`config.mk`:
```
export PLATFORM = sky130hd
export DESIGN_NAME = uart_rx_fifo
export DESIGN_NICKNAME = d
export VERILOG_FILES = /design/src/rtl/uart_rx_fifo.sv
export SDC_FILE = /design/constraint.sdc
export NUM_CORES = 1
export LEC_CHECK = 0
export CAP_MARGIN = 10
export CORE_MARGIN = 3
export CORE_UTILIZATION = 61
export CTS_BUF_LIST = sky130_fd_sc_hd__clkbuf_4 sky130_fd_sc_hd__clkbuf_8 sky130_fd_sc_hd__clkbuf_16
export DETAILED_ROUTE_END_ITERATION = 10
export PLACE_DENSITY_LB_ADDON = 0.12
export SLEW_MARGIN = 20
export SYNTH_ARGS = -nofsm -noshare
export SYNTH_HDL_FRONTEND = slang
export SYNTH_SLANG_ARGS = --single-unit
```
`constraint.sdc`:
```
create_clock -name clk_i -period 6.21 [get_ports clk_i]
set_input_delay 0.9315 -clock clk_i [delete_from_list [all_inputs] [get_ports clk_i]]
set_output_delay 0.9315 -clock clk_i [all_outputs]
set_load 0.02 [all_outputs]
```
`src/rtl/uart_rx_fifo.sv`:
```
// uart_rx_fifo
// Drain stage behind the UART receiver. It captures each latched word and
// its frame-error flag into a first-word-fall-through FIFO, sends clear
// pulses back to the receiver, and reports level, full, empty and a sticky
// overflow flag to the host.
module uart_rx_fifo #(
    parameter int DATA_WIDTH = 8,
    parameter int DEPTH      = 8
) (
    input  logic                    clk_i,
    input  logic                    rst_i,
    input  logic                    rx_rdy_i,
    input  logic                    rx_err_i,
    input  logic [DATA_WIDTH-1:0]   rx_data_i,
    output logic                    rx_rdy_clr_o,
    output logic                    rx_err_clr_o,
    input  logic                    rd_en_i,
    output logic [DATA_WIDTH-1:0]   rd_data_o,
    output logic                    rd_err_o,
    output logic                    empty_o,
    output logic                    full_o,
    output logic [$clog2(DEPTH):0]  count_o,
    output logic                    overflow_o,
    input  logic                    ovf_clr_i
);

    localparam int AW = $clog2(DEPTH);
    localparam int CW = AW + 1;

    typedef enum logic [1:0] {
        CAP_IDLE,
        CAP_PUSH,
        CAP_CLR,
        CAP_WAIT
    } capState_e;

    capState_e              state_q;
    logic                   rdyClr_q;
    logic                   errClr_q;

    // Each entry holds the frame-error flag above the data word.
    logic [DATA_WIDTH:0]    mem_q [DEPTH];
    logic [AW-1:0]          wrPtr_q, wrPtr_d;
    logic [AW-1:0]          rdPtr_q, rdPtr_d;
    logic [CW-1:0]          count_q, count_d;
    logic                   overflow_q, overflow_d;

    logic                   pushReq;
    logic                   pushEn;
    logic                   popEn;
    logic                   emptyInt;
    logic [DATA_WIDTH:0]    headEntry;

    assign emptyInt  = (count_q == '0);
    assign popEn     = rd_en_i && !emptyInt;
    assign pushReq   = (state_q == CAP_PUSH);
    // A full FIFO still accepts a word when the host frees a slot this cycle.
    assign pushEn    = pushReq && ((count_q < CW'(DEPTH)) || popEn);
    assign headEntry = mem_q[rdPtr_q];

    // Capture FSM: one push per ready assertion, then clear pulses, then wait
    // for the receiver's ready latch to drop so the same word is not pushed twice.
    // The error-clear register doubles as the latched error seen in CAP_PUSH.
    always_ff @(posedge clk_i) begin
        if (rst_i) begin
            state_q  <= CAP_IDLE;
            rdyClr_q <= 1'b0;
            errClr_q <= 1'b0;
        end else begin
            rdyClr_q <= 1'b0;
            errClr_q <= 1'b0;
            case (state_q)
                CAP_IDLE: begin
                    if (rx_rdy_i) state_q <= CAP_PUSH;
                end
                CAP_PUSH: begin
                    rdyClr_q <= 1'b1;
                    errClr_q <= rx_err_i;
                    state_q  <= CAP_CLR;
                end
                CAP_CLR: begin
                    state_q <= CAP_WAIT;
                end
                CAP_WAIT: begin
                    if (!rx_rdy_i) state_q <= CAP_IDLE;
                end
                default: begin
                    state_q <= CAP_IDLE;
                end
            endcase
        end
    end

    // Next-state logic for pointers, level and the sticky overflow flag.
    always_comb begin
        wrPtr_d    = wrPtr_q;
        rdPtr_d    = rdPtr_q;
        count_d    = count_q;
        overflow_d = overflow_q;
        if (pushEn) wrPtr_d = wrPtr_q + AW'(1);
        if (popEn)  rdPtr_d = rdPtr_q + AW'(1);
        case ({pushEn, popEn})
            2'b10:   count_d = count_q + CW'(1);
            2'b01:   count_d = count_q - CW'(1);
            default: count_d = count_q;
        endcase
        // A dropped word wins over a same-cycle clear request.
        if (pushReq && !pushEn) begin
            overflow_d = 1'b1;
        end else if (ovf_clr_i) begin
            overflow_d = 1'b0;
        end
    end

    // Pointer, level and overflow registers.
    always_ff @(posedge clk_i) begin
        if (rst_i) begin
            wrPtr_q    <= '0;
            rdPtr_q    <= '0;
            count_q    <= '0;
            overflow_q <= 1'b0;
        end else begin
            wrPtr_q    <= wrPtr_d;
            rdPtr_q    <= rdPtr_d;
            count_q    <= count_d;
            overflow_q <= overflow_d;
        end
    end

    // Storage array; contents are meaningless until written, so no reset.
    always_ff @(posedge clk_i) begin
        if (pushEn) mem_q[wrPtr_q] <= {rx_err_i, rx_data_i};
    end

    assign rx_rdy_clr_o = rdyClr_q;
    assign rx_err_clr_o = errClr_q;
    assign empty_o      = emptyInt;
    assign full_o       = (count_q == CW'(DEPTH));
    assign count_o      = count_q;
    assign overflow_o   = overflow_q;
    assign rd_data_o    = emptyInt ? '0 : headEntry[DATA_WIDTH-1:0];
    assign rd_err_o     = emptyInt ? 1'b0 : headEntry[DATA_WIDTH];

endmodule
```
==> flow_metrics.env <==
export IMPL_post_cts_setup_buffers=0
export IMPL_p_total_uw=1810
export IMPL_grt_usage_pct=20.5
export IMPL_tns_ns=0
export IMPL_reg2reg_slack_ns=3.60
export IMPL_clock_path_buffers=2
export IMPL_met2_usage_pct=34.2
export IMPL_netlist_area_um2=3660
export IMPL_cts_buffers=9
export IMPL_grt_max_degree=19
export IMPL_cts_resized=0
export IMPL_rows=27
export IMPL_clk_insertion_delay_late_ns=0.33
export IMPL_layout_nets=271
export IMPL_timing_fmax_ghz=0.295
export IMPL_rsz0062_at_grt="no"
export IMPL_cts_sinks=90
export IMPL_period_needed_ns=3.40
export IMPL_wire_per_inst_um=20.8
export IMPL_async_flop_share_pct=0
export IMPL_synth_area_per_cell_um2=17.4
export IMPL_drc=0
export IMPL_drv_slew=0
export IMPL_path_max_fanout=18
export IMPL_syn_inst=211
export IMPL_tightest_slew_ns=1.09
export IMPL_synth_edf_count=72
export IMPL_place_area_um2=4040
export IMPL_power_density_nw_per_um2=427
export IMPL_dieArea_um2=6970
export IMPL_arrival_ns=2.46
export IMPL_status="finished clean"
export IMPL_diodes=0
export IMPL_synthesis_nets=235
export IMPL_synth_ff_type="edfxtp_1"
export IMPL_numPortBuffers=31
export IMPL_io_pins=32
export IMPL_vdd_drop_max_mv=0.300
export IMPL_hold_viol=0
export IMPL_die_width_um=83.5
export IMPL_ys_ff_latch=90
export IMPL_cellLeakagePower_uw=0.00140
export IMPL_die_h_um=83.5
export IMPL_hold_class="reg2reg"
export IMPL_dr_pass1_iters=5
export IMPL_grt_util_met1_pct=27.8
export IMPL_via_per_inst=6.02
export IMPL_ant_nets=0
export IMPL_busiest_layer="met2"
export IMPL_mostFrequentLayoutCells="edfxtp_1, clkdlybuf4s50_1, nor2_1"
export IMPL_fin_skew_ns=0.00627
export IMPL_cts_tree="yes"
export IMPL_vias=1950
export IMPL_slew_headroom_pct=27.1
export IMPL_ys_warn_count=0
export IMPL_wl_mm=6.74
export IMPL_core_area_um2=5640
export IMPL_yosysUniqueCellTypes=33
export IMPL_cts_root_buf="clkbuf_8"
export IMPL_area_growth_pct=15.7
export IMPL_cts_hold_buf=0
export IMPL_grt_pass1_wl_mm=10.9
export IMPL_setup_viol=0
export IMPL_dp_hpwl_mm=4.31
export IMPL_clk_pin_slew_ns=0.08
export IMPL_grt_ovfl_total=0
export IMPL_fin_area_um2=4240
export IMPL_yosysSeqAreaShare_pct=68.9
export IMPL_antenna_found_initial=0
export IMPL_final_common_cell="edfxtp_1"
export IMPL_grtUsageMet3_pct=5.13
export IMPL_grt_pass1_vias=2035
export IMPL_cp_required_ns=5.28
export IMPL_criticalPathCategory="reg2out"
export IMPL_drive_gt1_share_pct=13.9
export IMPL_fillCellCount=307
export IMPL_htree_levels=3
export IMPL_fin_crit_sh_pct=54.7
export IMPL_max_cap_violations=0
export IMPL_start_kind="flop"
export IMPL_place_congestion=0.725
export IMPL_end_kind="output port"
export IMPL_detailedRoute_firstIterationViolations=101
export IMPL_start_util_pct=64.9
power by group:
part	internal (uW)	switching, uW	total [uW]
clock network	210	181	391
registers	722	78.1	800
logic	300	318	618
cells in the mapped netlist (3+ instances only):
master	instances	share of area, %
a21oi_1	5	0.68
buf_2	3	0.41
dfxtp_1	18	9.8
edfxtp_1	72	59
ha_1	10	3.4
mux2i_1	12	3.3
mux4_1	8	5.7
mux4_2	10	6.1
nand2_1	4	0.41
nand2b_1	5	0.85
nand3_1	3	0.41
nor2_1	26	2.7
nor2b_1	3	0.51
nor3_1	4	0.55
xor2_1	6	1.4
final timing paths:
check | from | depth (start not counted) | to
setup / recovery | flop | 4 | rd_data_o[0]
hold / removal | overflow_o | 2 | overflow_o
setup reg to reg | count_o[1] | 10 | count_o[2]
hold reg to reg | overflow_o | 2 | overflow_o
worst max-delay path: stages (launching register included):
cell	delay, ns
dfxtp_2	0.74
mux4_1	0.62
mux2i_1	0.16
nor2_1	0.06
clkdlybuf4s50_1	0.54
layer usage:
metal	routed length, um	up-vias	share of wire (%)
li1	-	890	-
met1	2920	1007	43
met2	3530	48	52
met3	254	5	3.8
met4	44	0	0.65
met5	0	-	0
cell families after synthesis:
| family | count (synthesis) | share of synthesized area, % |
|---|---|---|
| AND/OR/NAND/NOR | 53 | 7.10 |
| AO/OA/AOI/OAI | 10 | 1.61 |
| XOR/XNOR | 7 | 1.67 |
| multiplexers | 31 | 15.5 |
| adder cells (fa/ha/maj) | 10 | 3.42 |
| buffers and inverters | 10 | 1.88 |
| flip-flops | 90 | 68.9 |
metrics by stage:
step,worst slack (ns),std cells,hold WS [ns],utilization (%)
floorplan,3.62,211,0.485,-
global placement,2.82,308,0.459,71.6
detailed placement,2.73,308,0.484,71.6
CTS,2.36,324,0.496,75.1
global route,2.63,324,0.518,75.1
finish,2.81,324,0.491,75.1
flip-flops by register name (all words and copies together), names as in the netlist, named ones only:
signal and flops:
count_o 4, rx_rdy_clr_o 1, state_q 2, wrPtr_q 3, mem_q 72, overflow_o 1, rx_err_clr_o 1, rdPtr_q 3
cell type report:
cell class                      count  area (um2)  area share [%]
Tap cell                           72        90.1            2.13
Timing Repair Buffer               33         325            7.67
Inverter                            2        7.51           0.177
Sequential cell                    90        2520            59.5
Clock inverter                      3        40.0           0.945
Multi-Input combinational cell    111        1090            25.8
Clock buffer                       13         160            3.78
Power figures use the tool's default switching activity.
